**config.mk**
```make
export PLATFORM = sky130hd
export DESIGN_NAME = rom_read_arbiter
export DESIGN_NICKNAME = d
export VERILOG_FILES = /design/src/rtl/rom_read_arbiter.sv
export SDC_FILE = /design/constraint.sdc
export NUM_CORES = 1
export LEC_CHECK = 0
export ABC_AREA = 1
export BUFFER_PORTS_ARGS = -buffer_cell sky130_fd_sc_hd__buf_2
export CELL_PAD_IN_SITES_DETAIL_PLACEMENT = 1
export CELL_PAD_IN_SITES_GLOBAL_PLACEMENT = 2
export CORE_MARGIN = 2
export CORE_UTILIZATION = 14
export CTS_CLUSTER_SIZE = 30
export DETAILED_ROUTE_END_ITERATION = 8
export GPL_ROUTABILITY_DRIVEN = 1
export PLACE_DENSITY_LB_ADDON = 0.25
export REMOVE_ABC_BUFFERS = 1
export SYNTH_ARGS = -nofsm -noshare
export SYNTH_HDL_FRONTEND = slang
export SYNTH_SLANG_ARGS = --single-unit
```
**constraint.sdc**
```tcl
create_clock -name clk -period 1.7 [get_ports clk]
set_clock_uncertainty 0.1 [all_clocks]
set_input_delay 0.255 -clock clk [delete_from_list [all_inputs] [get_ports clk]]
set_output_delay 0.255 -clock clk [all_outputs]
set_load 0.05 [all_outputs]
```
**src/rtl/rom_read_arbiter.sv**
```systemverilog
// rom_read_arbiter: shares one synchronous-read ROM port between NUM_REQ
// requesters using round-robin arbitration with a bounded burst length.
// Optional per-requester statistics counters are enabled with ARB_STATS_EN.
module rom_read_arbiter #(
    parameter int unsigned NUM_REQ   = 2,
    parameter int unsigned AWIDTH    = 10,
    parameter int unsigned DWIDTH    = 32,
    parameter int unsigned MAX_BURST = 8
) (
    input  logic                      clk,
    input  logic                      rst_n,
    input  logic [NUM_REQ-1:0]        req_valid,
    input  logic [NUM_REQ*AWIDTH-1:0] req_addr,
    output logic [NUM_REQ-1:0]        req_ready,
    output logic [NUM_REQ-1:0]        resp_valid,
    output logic [DWIDTH-1:0]         resp_data,
    output logic                      rom_en,
    output logic [AWIDTH-1:0]         rom_addr,
    input  logic [DWIDTH-1:0]         rom_q
`ifdef ARB_STATS_EN
    ,
    output logic [NUM_REQ*32-1:0]     grant_cnt,
    output logic [31:0]               conflict_cnt
`endif
);

    localparam int unsigned IW = $clog2(NUM_REQ);
    localparam int unsigned BW = $clog2(MAX_BURST + 1);

    typedef enum logic {
        IDLE  = 1'b0,
        BURST = 1'b1
    } state_e;

    state_e               state_q, state_d;
    logic [IW-1:0]        rr_ptr_q, rr_ptr_d;
    logic [IW-1:0]        owner_q, owner_d;
    logic [BW-1:0]        burst_cnt_q, burst_cnt_d;
    logic [NUM_REQ-1:0]   resp_valid_q, resp_valid_d;

    logic [NUM_REQ-1:0]   grant;
    logic [NUM_REQ-1:0]   owner_mask;
    logic                 others_valid;
    logic [IW-1:0]        next_owner;
    logic [IW:0]          hit;

    // First valid, unmasked requester at or after start (modulo NUM_REQ); MSB = found.
    function automatic logic [IW:0] rr_search(input logic [NUM_REQ-1:0] vld,
                                              input logic [IW-1:0]      start,
                                              input logic [NUM_REQ-1:0] mask);
        logic [IW:0] res;
        int unsigned idx;
        res = '0;
        for (int unsigned o = 0; o < NUM_REQ; o++) begin
            idx = (32'(start) + o) % NUM_REQ;
            if (!res[IW] && vld[IW'(idx)] && !mask[IW'(idx)]) begin
                res = {1'b1, IW'(idx)};
            end
        end
        return res;
    endfunction

    // Arbitration: next state, burst tracking and the grant vector.
    always_comb begin
        state_d      = state_q;
        rr_ptr_d     = rr_ptr_q;
        owner_d      = owner_q;
        burst_cnt_d  = burst_cnt_q;
        grant        = '0;
        hit          = '0;
        owner_mask   = '0;
        owner_mask[owner_q] = 1'b1;
        others_valid = |(req_valid & ~owner_mask);
        next_owner   = IW'((32'(owner_q) + 32'd1) % NUM_REQ);

        case (state_q)
            IDLE: begin
                hit = rr_search(req_valid, rr_ptr_q, '0);
                if (hit[IW]) begin
                    grant[hit[IW-1:0]] = 1'b1;
                    owner_d            = hit[IW-1:0];
                    burst_cnt_d        = BW'(1);
                    state_d            = BURST;
                end
            end
            BURST: begin
                if (req_valid[owner_q] &&
                    ((burst_cnt_q < BW'(MAX_BURST)) || !others_valid)) begin
                    grant[owner_q] = 1'b1;
                    if (burst_cnt_q < BW'(MAX_BURST)) begin
                        burst_cnt_d = burst_cnt_q + BW'(1);
                    end
                end else begin
                    hit = rr_search(req_valid, next_owner, owner_mask);
                    if (hit[IW]) begin
                        grant[hit[IW-1:0]] = 1'b1;
                        owner_d            = hit[IW-1:0];
                        burst_cnt_d        = BW'(1);
                    end else begin
                        state_d  = IDLE;
                        rr_ptr_d = next_owner;
                    end
                end
            end
            default: state_d = IDLE;
        endcase

        // No handshake may complete while reset is held.
        if (!rst_n) begin
            grant = '0;
        end
        resp_valid_d = grant;
    end

    // ROM port drive: address of the granted requester, zero when idle.
    always_comb begin
        rom_addr = '0;
        for (int i = 0; i < int'(NUM_REQ); i++) begin
            if (grant[i]) begin
                rom_addr = req_addr[i*AWIDTH +: AWIDTH];
            end
        end
    end

    assign req_ready  = grant;
    assign rom_en     = |grant;
    assign resp_valid = resp_valid_q;
    assign resp_data  = rom_q;

    // Arbiter state registers.
    always_ff @(posedge clk or negedge rst_n) begin
        if (!rst_n) begin
            state_q      <= IDLE;
            rr_ptr_q     <= '0;
            owner_q      <= '0;
            burst_cnt_q  <= '0;
            resp_valid_q <= '0;
        end else begin
            state_q      <= state_d;
            rr_ptr_q     <= rr_ptr_d;
            owner_q      <= owner_d;
            burst_cnt_q  <= burst_cnt_d;
            resp_valid_q <= resp_valid_d;
        end
    end

`ifdef ARB_STATS_EN
    logic [NUM_REQ*32-1:0] grant_cnt_q, grant_cnt_d;
    logic [31:0]           conflict_cnt_q, conflict_cnt_d;

    // Saturating grant and contention counters.
    always_comb begin
        grant_cnt_d    = grant_cnt_q;
        conflict_cnt_d = conflict_cnt_q;
        for (int i = 0; i < int'(NUM_REQ); i++) begin
            if (grant[i] && (grant_cnt_q[i*32 +: 32] != 32'hFFFF_FFFF)) begin
                grant_cnt_d[i*32 +: 32] = grant_cnt_q[i*32 +: 32] + 32'd1;
            end
        end
        if (($countones(req_valid) > 1) && (conflict_cnt_q != 32'hFFFF_FFFF)) begin
            conflict_cnt_d = conflict_cnt_q + 32'd1;
        end
    end

    // Statistics registers.
    always_ff @(posedge clk or negedge rst_n) begin
        if (!rst_n) begin
            grant_cnt_q    <= '0;
            conflict_cnt_q <= '0;
        end else begin
            grant_cnt_q    <= grant_cnt_d;
            conflict_cnt_q <= conflict_cnt_d;
        end
    end

    assign grant_cnt    = grant_cnt_q;
    assign conflict_cnt = conflict_cnt_q;
`endif

endmodule

```
==> After elaboration in Yosys (flattened, before gate mapping) <==
Index checks and enable logic that the tools add are counted.
{ "op_classes": {"addsub": 4, "order_cmp": 11, "eq_ne": 5, "mux": 52, "bitwise_logic": 5, "reduce_logical": 23} }
{ "ops": {"columns": ["op", "n"], "rows": [
  ["two-way mux 2 bit", 14],
  ["two-way mux 1 bit", 25],
  ["two-way mux 10 bit", 2],
  ["two-way mux 4 bit", 4],
  ["< comparator 1 x 2 -> 1 bit, second input constant", 7],
  ["logical AND 1 bit", 10],
  ["AND reduction 3 bit", 3],
  ["case mux 4 bit (2 select lines)", 1],
  ["zero test 1 bit", 7],
  ["adder 4 x 1 -> 4 bit, second input constant", 1],
  ["< comparator 4 bit, second input constant", 1],
  ["!= test 2 x 1 -> 1 bit, second input constant", 2],
  ["case mux 1 bit (2 select lines)", 2],
  ["case mux 2 bit (2 select lines)", 1],
  ["OR reduction 2 bit", 2],
  ["adder 1 bit, second input constant", 3],
  ["demux 1 bit (select 1 bit)", 3],
  [">= comparator 1 bit, second input constant", 3],
  ["!= test 3 x 1 -> 1 bit, second input constant", 1],
  ["!= test 3 bit, second input constant", 1],
  ["inverter 1 bit", 3],
  ["bitwise AND 2 bit", 1],
  ["!= test 2 bit, second input constant", 1],
  ["inverter 2 bit", 1],
  ["logical OR 1 bit", 1]
]} }
{ "word_totals": {"reg_bits": 9, "input_bits": 56, "output_inout_bits": 47, "word_cells": 105} }

==> Longest topological paths before layout <==
Gate-level depths: netlist (run 1).
{ "depth": {"depth_word": 28, "ltp_mapped": 10, "depth_no_buf": 9} }

==> Worst setup path after synthesis (run 1) <==
No wires, ideal clock.
{ "synth_timing": {"path_type": "register to output", "from": "register owner_q", "to": "output rom_addr[0]", "t_arrival_ps": 1466, "required_ps": 1345, "path_slack_ps": -121, "path_stages_with_launch": 11, "path_buffers": 1, "path_cell_list": "dfrtp_1 -> inv_1 -> nand2_1 -> nand2_2 -> nand3_1 -> nand3_1 -> nand2_1 -> inv_2 -> buf_6 -> nand2_1 -> nand2_1"} }
{ "synth_between": {"elab_chain_cells": 27, "word_cells_on_any_way": 46, "classes_between": "2 x add/sub; 4 x order compare; 26 x mux; 2 x bitwise; 12 x reduce/logical"} }
{ "synth_rtl": {"columns": ["element", "line_no", "text"], "rows": [
  ["from (decl)", "37", "logic [IW-1:0] owner_q, owner_d;"],
  ["from (signal assigned)", "141", "owner_q <= owner_d;"],
  ["< comparator 1 x 2 -> 1 bit (implied by the code) / >= comparator 1 bit (equally long branches)", "72, 89", null],
  ["logical AND 1 bit (implied by the code)", "72, 89", null],
  ["two-way mux 1 bit (implied by the code)", "72, 89", null],
  ["demux 1 bit (select 1 bit)", "72, 89", null],
  ["two-way mux 1 bit (implied by the code) (2 in a row)", "56", "if (!res[IW] && vld[IW'(idx)] && !mask[IW'(idx)]) begin"],
  ["zero test 1 bit", "56", null],
  ["logical AND 1 bit", "56", null],
  ["two-way mux 2 bit", "56", null],
  ["[... 10 more ...]", null, null],
  ["two-way mux 1 bit (implied by the code)", "96", "grant[hit[IW-1:0]] = 1'b1;"],
  ["demux 1 bit (select 1 bit)", "96", null],
  ["two-way mux 2 bit", "95", "if (hit[IW]) begin"],
  ["two-way mux 2 bit (*)", "87", "if (req_valid[owner_q] &&"],
  ["case mux 2 bit (2 select lines) (*)", "76", "case (state_q)"],
  ["two-way mux 2 bit (*)", "109", "if (!rst_n) begin"],
  ["named net req_ready[0]", "14", "output logic [NUM_REQ-1:0] req_ready,"],
  ["two-way mux 10 bit (*) (2 in a row)", "119", "if (grant[i]) begin"],
  ["to (decl)", "18", "output logic [AWIDTH-1:0] rom_addr,"]
]} }
Mark *: on every way through the listed nets, which the timed path passes. The rest lies on a longest branch. The select of a mux whose other input is x is not followed.

==> Final worst setup path (run 1) <==
{ "layout_timing": {"from": "register burst_cnt_q[3]", "to": "output rom_addr[3]"} }
{ "layout_between": {"elab_chain_cells": 8} }
{ "layout_rtl": {"columns": ["element", "line_no", "text"], "rows": [
  ["from (decl)", "38", "logic [BW-1:0] burst_cnt_q, burst_cnt_d;"],
  ["from (signal assigned)", "142", "burst_cnt_q <= burst_cnt_d;"],
  ["< comparator 4 bit (*)", "88", "((burst_cnt_q < BW'(MAX_BURST)) || !others_valid)) begin"],
  ["logical OR 1 bit (*)", "88", null],
  ["logical AND 1 bit (*)", "87", null],
  ["two-way mux 2 bit (*)", "87", null],
  ["case mux 2 bit (2 select lines) (*)", "76", null],
  ["two-way mux 2 bit (*)", "109", null],
  ["two-way mux 10 bit", "119", null],
  ["two-way mux 10 bit (*)", "119", null]
]} }
Every way passes the cells marked *; elsewhere a longest branch is shown, timed or not.

==> results.toml, run 1 <==
[floorplan]
core_area_um2 = 5960
rows = 28
start_util_pct = 14.6
die_x_um = 82.7
die_h_um = 82.7
die_area_um2 = 6840
ios = 103

[layout]
final_cells = 224
fin_util_pct = 22.4
fill_cells = 726
final_common_cell = "buf_2"
seqCellArea_um2 = 226
nNetsFinal = 207
drive_above_1_share_pct = 63.8
final_cell_mix = "buf_2, nand2_2, nand2_1, buf_6, buf_4"
synthToLayoutAreaGrowth_pct = 53.8
antennaDiodeCount = 0
multiInputGateArea_um2 = 518

[placement]
gp_congestion = 0.740
numPortBuffers = 38
dp.final_hpwl_mm = 3.05
dp.cells = 213

[timing]
relSlewSlack_pct = 69.1
rsz0062_at_grt = "yes"
clock.fmax_mhz = 507
setup_viol = 13
slew_viol_final = 0
hold_viol = 0
post-route-period-util_pct = 116
worstMarginPinSlew_ns = 0.461
fin_ws_ns = -0.271
post-route-min-period_ns = 1.97

[logic_synthesis]
syn_avg_cell_area_um2 = 6.94
ys_ff_latch = 9
yosysWarningCount = 0
synth.distinct_cells = 18
ys_seq_area_share_pct = 26.0
ys.flop_type = "dfrtp_1"
synth_edf_count = 0
syn_inst = 125
ys_async_sr_fraction_pct = 100
post_synth_instance_area_um2 = 867

[grt]
grt_usage_pct = 12.3
first_global_vias = 1006
grt_max_degree = 13
grt_pass1_wl_mm = 5.87
grt_antenna_before_repair = 0
gr-total-overflow = 0

[power]
ir_worst_vdd_mv = 0.401
power_mw = 1.58
leakage_nw = 0.659
power_density_nw_per_um2 = 1180

[clocking]
path_clk_slew_ns = 0.05
htree_levels = 1
clk_path_buf_depth = 2
cts_sinks = 9
cts_root_buffer = "clkbuf_8"
insertion_delay_ns = 0.23
cts_tree = "done"
cts_buffers = 3

[run_status]
outcome = "complete, but fails checks"
failed_checks = "negative setup slack"

[setup_path]
r2r_slack_ns = 0.24
worst-r2r-cell-count = 8
required_ns = 1.34
start_kind = "flip-flop"
arrival_ns = 1.62
endpoint_kind = "output port"
worstPathMaxFanout = 6
r2r_start = "burst_cnt_q[3]"
r2r_end = "burst_cnt_q[1]"
worstSetupPathType = "flip-flop to output port"

[drt]
wl_mm = 4.07
drt_iter0_drc = 31
vias = 901
vias_per_cell = 4.02
firstDrtPassIters = 3
final_antenna_net_count = 0
wire_per_inst_um = 18.2
drc = 0

[worst_hold_path]
worstHoldEndpoint = "state_q"
hold_depth = 3
min_path_type = "input pin to flip-flop"
hold_start = "req_valid[0]"

[job]
drv_cap = 0
worst max path at each step:
stage | start | end | slack [ns] | cells after the start
2_1_floorplan | owner_q | rom_addr[0] | -0.19 | 9
3_3_place_gp | req_valid[0] | rom_addr[7] | -0.16 | 10
3_5_place_dp | owner_q | req_ready[1] | -0.20 | 10
4_1_cts | burst_cnt_q[3] | rom_addr[4] | -0.25 | 8
5_1_grt | burst_cnt_q[3] | rom_addr[6] | -0.36 | 8
6_report | burst_cnt_q[3] | rom_addr[3] | -0.27 | 8
area by class of cell:
cell class | instances | area share [%]
repair inverters | 1 | 0.844
clock buffers | 4 | 3.38
repair buffers | 53 | 29.5
flip-flops and latches | 9 | 17.0
well taps | 75 | 7.04
multi-input cells | 72 | 38.8
inverters | 10 | 3.38
through the flow:
stage / TNS (ns) / cell area, µm² / hold WS [ns] / worst slack (ns)
floorplan: -1.91 / 593 / -0.141 / -0.188
global placement: -1.57 / 952 / 0.150 / -0.157
detailed placement: -2.26 / 952 / 0.151 / -0.201
CTS: -2.93 / 1170 / 0.246 / -0.248
global route: -4.38 / 1330 / 0.300 / -0.361
finish: -3.19 / 1330 / 0.295 / -0.271
power breakdown:
part | internal (mW) | switching (mW)
clock | 0.164 | 0.0885
combinational | 0.374 | 0.628
sequential | 0.271 | 0.0522
metal layers:
layer  wire (µm)  vias to the layer above  GRT usage, %
met3         593                        2          10.2
li1            -                      417             -
met2        1850                       56          17.2
met4          21                        0          3.28
met5           0                        -          6.67
met1        1600                      426          13.7
flip-flops by register name, summed over array words and instances, names as in the netlist:
| signal | count |
|---|---|
| owner_q | 1 |
| resp_valid | 2 |
| burst_cnt_q | 4 |
| rr_ptr_q | 1 |
| state_q | 1 |
kinds of logic after synthesis:
family | Yosys count | share of synthesized area (%)
DFF | 9 | 26.0
adders and majority gates | 1 | 1.44
and+or+nand+nor | 59 | 29.6
AOI/OAI and AO/OA | 11 | 7.07
buffers and inverters | 45 | 35.9
cells in the mapped netlist, types with 2 or more instances:
master / n / area (µm²)
a21oi_1: 2 / 10.0
nand3_1: 15 / 75.1
nand2_2: 2 / 12.5
o21ai_0: 6 / 30.0
inv_2: 2 / 7.51
buf_4: 32 / 240
inv_1: 8 / 30.0
buf_6: 3 / 33.8
nor2_1: 7 / 26.3
dfrtp_1: 9 / 225
nand2_1: 32 / 120
timing repair:
action,CTS,global route
setup endpoints to repair,13,13
hold buffers,1,0
setup buffers,2,2
gates resized for setup,45,34
endpoints found under the hold margin,9,0
pin swaps,5,17
gates cloned,2,0
worst max-delay path, cell delays in order, from the launching register on:
cell      delay, ns
dfrtp_1        0.39
buf_6          0.12
o211ai_1       0.28
nand3_4        0.14
nand2_8        0.13
inv_8          0.05
nand2_1        0.05
nand2_1        0.06
buf_6          0.15
No activity file was read; power rests on OpenSTA's default activity.
==> run 2: changes to the inputs <==
Settings changed: CORE_ASPECT_RATIO set to 1.75.
==> run 2 against run 1 <==
The flow still finishes with violations (negative setup slack). First-iteration DRC count is 58% lower. Flip-flop and latch count unchanged. Sequential share of layout area is 1.3 points higher. Non-clock buffer count down 2. Cell area decreased by 7.6%. Critical endpoint is now rom_addr[4].
==> results.toml, run 2 (synthesized netlist as in run 1, its figures left out) <==
[run_status]
outcome = "complete, but fails checks"
failed_checks = "negative setup slack"

[layout]
multiInputGateArea_um2 = 434
final_cell_mix = "buf_2, nand2_1, nand3_1, buf_4, buf_6"
regMostFlops = "burst_cnt_q"
fill_cells = 783
drive_above_1_share_pct = 51.0
final_common_cell = "buf_2"
nNetsFinal = 205
synthToLayoutAreaGrowth_pct = 42.1
largest_reg_flops = 4
antennaDiodeCount = 0
finish.instance_area_um2 = 1230
seqCellArea_um2 = 225

[timing]
clock.fmax_mhz = 500
relSlewSlack_pct = 69.0
worstMarginPinSlew_ns = 0.463
fin_setup_tns_ns = -3.10
slew_viol_final = 0
rsz0062_at_grt = "yes"
hold_viol = 0
setup_viol = 13
fin_ws_ns = -0.301
post-route-period-util_pct = 118
post-route-min-period_ns = 2.00

[floorplan]
start_util_pct = 14.2
die_x_um = 63.5
ios = 103
die_area_um2 = 6860
die_h_um = 108
rows = 38
core_area_um2 = 6090

[power]
internal-power_uw = 784
leakage_nw = 0.641
seqPwrFrac_pct = 21.0
p_switching_uw = 735
power_mw = 1.52
power_density_nw_per_um2 = 1230
comb_power_share_pct = 61.5
pwr-share-clk_pct = 17.4
switching_share_pct = 48.4
ir_worst_vdd_mv = 0.357

[setup_path]
cp_cell_sequence = "buf_6 -> o211ai_1 -> nand3_2 -> nand2_4 -> clkinvlp_4 -> nand2_1 -> nand2_1 -> buf_6"
cp_top_family = "buffers and inverters"
path_buf_inv = 3
crit_cells = 8
start_kind = "flip-flop"
slowest_delay_ns = 0.38
required_ns = 1.34
cp_slowest_cell = "dfrtp_1"
worst-r2r-cell-count = 10
worstSetupPathType = "flip-flop to output port"
endpoint_kind = "output port"
arrival_ns = 1.65
worstPathMaxFanout = 6

[clocking]
path_clk_slew_ns = 0.05
clk_path_buf_depth = 2
cts_sinks = 9
insertion_delay_ns = 0.24
htree_levels = 1
cts_buffers = 3
cts_tree = "done"
cts_root_buffer = "clkbuf_8"

[grt]
gr-total-overflow = 0
grt_pass1_wl_mm = 5.69
grt_usage_pct = 11.3
grt_antenna_before_repair = 0
grt_max_degree = 13
first_global_vias = 1066

[placement]
numPortBuffers = 38
dp.final_hpwl_mm = 3.00
dpl_cell_area_um2 = 958
gp_congestion = 0.711

[drt]
vias_per_cell = 4.04
wire_per_inst_um = 16.9
final_antenna_net_count = 0
drc = 0
drt-met1-wl_mm = 1.28
firstDrtPassIters = 4
vias = 917
top_layer = "met4"
drt_iter0_drc = 13
wl_met2_mm = 1.80
wl_mm = 3.85
wl_met3_um = 708

[worst_hold_path]
min_path_type = "input pin to flip-flop"
hold_depth = 3

[job]
drv_cap = 0
-- run 2: changes by cell type in the layout (fill, tap and decap cells not counted), sizes merged --
| cell | before | now |
|---|---|---|
| inv | 11 | 10 |
| clkinvlp | 0 | 1 |
| buf | 52 | 50 |
-- run 2: tightest hold or removal path, delay by kind of cell --
family / cells / cell delay [ns]
simple gates: 1 / 0.07
buf+inv: 2 / 0.24
-- run 2: layout make-up --
type                    instances  share of cell area (%)
multi-input cells              72                    35.2
repair buffers                 51                    30.9
flip-flops and latches          9                    18.3
well taps                      80                    8.12
clock buffers                   4                    3.65
inverters                      10                    3.25
repair inverters                1                   0.609
-- run 2: repair_timing --
item                                    4_1_cts  5_1_grt
pin swaps                                     3       10
hold buffers                                  1        0
hold endpoints to repair                      9        0
buffers inserted                              2        0
gates cloned                                  2        0
endpoints found under the setup margin       13       14
resized for setup                            43       11
-- run 2: path summary, 6_finish.rpt --
check / startpoint / end / slack, ns
max: burst_cnt_q[3] / rom_addr[4] / -0.30
min: req_valid[0] / state_q / 0.28
max reg2reg: owner_q / burst_cnt_q[1] / 0.15
min reg2reg: burst_cnt_q[2] / burst_cnt_q[2] / 0.36
max in group asynchronous: rst_n / rr_ptr_q / 0.55
min in group asynchronous: rst_n / burst_cnt_q[2] / 0.63
-- run 2: power by group through the flow --
stage               logic [mW]  registers, mW  clock network [mW]
floorplan                0.434          0.340                   0
global route              1.02          0.328               0.281
global placement         0.709          0.318                   0
CTS                      0.895          0.320               0.271
finish                   0.935          0.319               0.265
detailed placement       0.712          0.320                   0
-- run 2: per-stage QoR --
step	setup WS (ns)	cells	hold WS, ns	util [%]
after detailed placement	-0.230	218	0.154	15.7
after global placement	-0.181	218	0.150	15.7
final	-0.301	227	0.276	20.3
after CTS	-0.293	227	0.271	19.3
after floorplan	-0.188	90	-0.141	-
after global routing	-0.403	227	0.317	20.3
-- run 2: metal layers --
| layer | vias to the layer above | GRT usage [%] |
|---|---|---|
| li1 | 411 | - |
| met1 | 417 | 10.3 |
| met2 | 81 | 18.0 |
| met3 | 8 | 10.2 |
| met4 | 0 | 3.73 |
| met5 | - | 2.34 |
==> run 3: changes to the inputs <==
Settings changed: BUFFER_PORTS_ARGS -buffer_cell sky130_fd_sc_hd__buf_2 to -buffer_cell sky130_fd_sc_hd__buf_4.
==> run 3 against run 2 <==
Wire length grew 1.8%. First-iteration DRC count down 46%. Total power shrank 1.4%. The flow still finishes with violations (negative setup slack). Via count is 0.11% higher. Flip-flop and latch count unchanged. Worst setup slack improved by 0.063 ns. Critical endpoint is now rom_addr[3]. Highest routed layer unchanged. Maximum frequency up 3.2%. Combinational power shrank 1%. Sequential share of layout area down 0.68 points. Largest power group unchanged.
==> results.toml, run 3 (synthesized netlist as in run 1, its figures left out) <==
[clocking]
cts_root_buffer = "clkbuf_8"
clk_path_buf_depth = 2
htree_levels = 1
cts_buffers = 3
cts_tree = "done"
path_clk_slew_ns = 0.05
insertion_delay_ns = 0.23
cts_sinks = 9

[power]
pwr-share-clk_pct = 17.1
comb_power_share_pct = 61.5
p_switching_uw = 712
leakage_nw = 0.657
ir_worst_vdd_mv = 0.387
internal-power_uw = 785
power_mw = 1.50
seqPwrFrac_pct = 21.4
power_density_nw_per_um2 = 1160
switching_share_pct = 47.6

[job]
drv_cap = 0

[timing]
post-route-period-util_pct = 114
worstMarginPinSlew_ns = 0.523
hold_viol = 0
rsz0062_at_grt = "yes"
slew_viol_final = 0
relSlewSlack_pct = 65.0
fin_hold_ws_ns = 0.248
setup_viol = 13
post-route-min-period_ns = 1.94
fin_ws_ns = -0.238
clock.fmax_mhz = 516

[placement]
gp_congestion = 0.759
numPortBuffers = 38
dp.final_hpwl_mm = 3.15

[layout]
largest_reg_flops = 4
fill_cells = 777
nNetsFinal = 206
drive_above_1_share_pct = 52.7
fin_util_pct = 21.2
final_common_cell = "buf_4"
synthToLayoutAreaGrowth_pct = 48.5
final_cell_mix = "buf_4, nand2_1, nand3_1, buf_6, dfrtp_1"
regMostFlops = "burst_cnt_q"
antennaDiodeCount = 0

[floorplan]
ios = 103
start_util_pct = 14.2
die_x_um = 63.5
core_area_um2 = 6090
rows = 38
die_h_um = 108
die_area_um2 = 6860

[drt]
wl_mm = 3.91
drt_iter0_drc = 7
vias = 918
firstDrtPassIters = 2
final_antenna_net_count = 0
wire_per_inst_um = 17.2
vias_per_cell = 4.03
drc = 0

[grt]
first_global_vias = 1042
gr-total-overflow = 0
grt_pass1_wl_mm = 5.66
grt_max_degree = 13
grt_usage_pct = 11.3
grt_antenna_before_repair = 0

[setup_path]
endpoint = "rom_addr[3]"
start_kind = "flip-flop"
cp_cell_sequence = "o211ai_1 -> nand3_2 -> nand2_4 -> clkinvlp_4 -> nand2_2 -> nand2_1 -> buf_6"
startpoint = "burst_cnt_q[3]"
worst-r2r-cell-count = 10
required_ns = 1.34
cp_slowest_cell = "dfrtp_1"
worstPathMaxFanout = 6
r2r_slack_ns = 0.15
r2r_start = "owner_q"
slowest_delay_ns = 0.42
endpoint_kind = "output port"
r2r_end = "burst_cnt_q[1]"
arrival_ns = 1.58
worstSetupPathType = "flip-flop to output port"

[run_status]
outcome = "complete, but fails checks"
failed_checks = "negative setup slack"

[worst_hold_path]
hold_depth = 3
min_path_type = "input pin to flip-flop"
[run 3: cell types whose count changed in the layout (fill, tap and decap cells not counted), moves of 2 or more]
| cell | before | now |
|---|---|---|
| buf_4 | 11 | 39 |
| buf_2 | 26 | 0 |
| nand3_1 | 12 | 10 |
| nand3_2 | 2 | 4 |
[run 3: routing by layer]
metal  wire length, µm  global-route usage, %  part of all wire, %  vias to the layer above
met5                 0                   2.34                    0                        -
met4                39                   2.80                  1.0                        0
met3               706                   10.3                   18                        6
met2              1890                   18.4                   48                       76
met1              1280                   10.0                   33                      426
li1                  -                      -                    -                      410
[run 3: final cells by class]
cell class                      count  area, µm²  area share [%]
Clock buffer                        4       45.0            3.50
Inverter                           10       40.0            3.11
Multi-Input combinational cell     72        423            32.8
Sequential cell                     9        226            17.6
Tap cell                           80        100            7.77
Timing Repair Buffer               52        445            34.6
Timing Repair inverter              1       7.51           0.583
[run 3: repair_timing]
action,4_1_cts,5_1_grt
buffers inserted,1,1
pin swaps,4,10
resized for setup,23,15
setup endpoints to repair,13,13
gates cloned,2,0
hold buffers,1,0
hold endpoints to repair,9,0
[run 3: worst max-delay path, delay by kind of cell (launching register included)]
| family | cells | cell delay (ns) |
|---|---|---|
| AO/OA/AOI/OAI | 1 | 0.25 |
| AND/OR/NAND/NOR | 4 | 0.38 |
| buffers and inverters | 2 | 0.29 |
| flip-flops | 1 | 0.42 |
[run 3: power groups by stage]
stage          Combinational, mW  Sequential [mW]  Clock [mW]
5_1_grt                    0.986            0.325       0.278
2_1_floorplan              0.434            0.340           0
3_3_place_gp               0.755            0.320           0
3_5_place_dp               0.753            0.321           0
6_report                   0.921            0.320       0.256
4_1_cts                    0.871            0.318       0.265
[run 3: through the flow]
| stage | setup TNS [ns] | cell area, µm² | cells | setup WS (ns) |
|---|---|---|---|---|
| final | -2.57 | 1290 | 228 | -0.238 |
| after global routing | -3.98 | 1290 | 228 | -0.360 |
| after CTS | -2.96 | 1220 | 227 | -0.265 |
| after detailed placement | -1.03 | 1060 | 219 | -0.104 |
| after global placement | -0.800 | 1060 | 219 | -0.0913 |
| after floorplan | -1.91 | 593 | 90 | -0.188 |
[run 3: worst min path at each step]
stage,from,endpoint,slack [ns]
2_1_floorplan,rst_n,burst_cnt_q[0],-0.14
3_3_place_gp,rst_n,state_q,0.15
3_5_place_dp,rst_n,state_q,0.15
4_1_cts,req_valid[0],state_q,0.23
5_1_grt,req_valid[0],state_q,0.27
6_report,req_valid[0],state_q,0.25
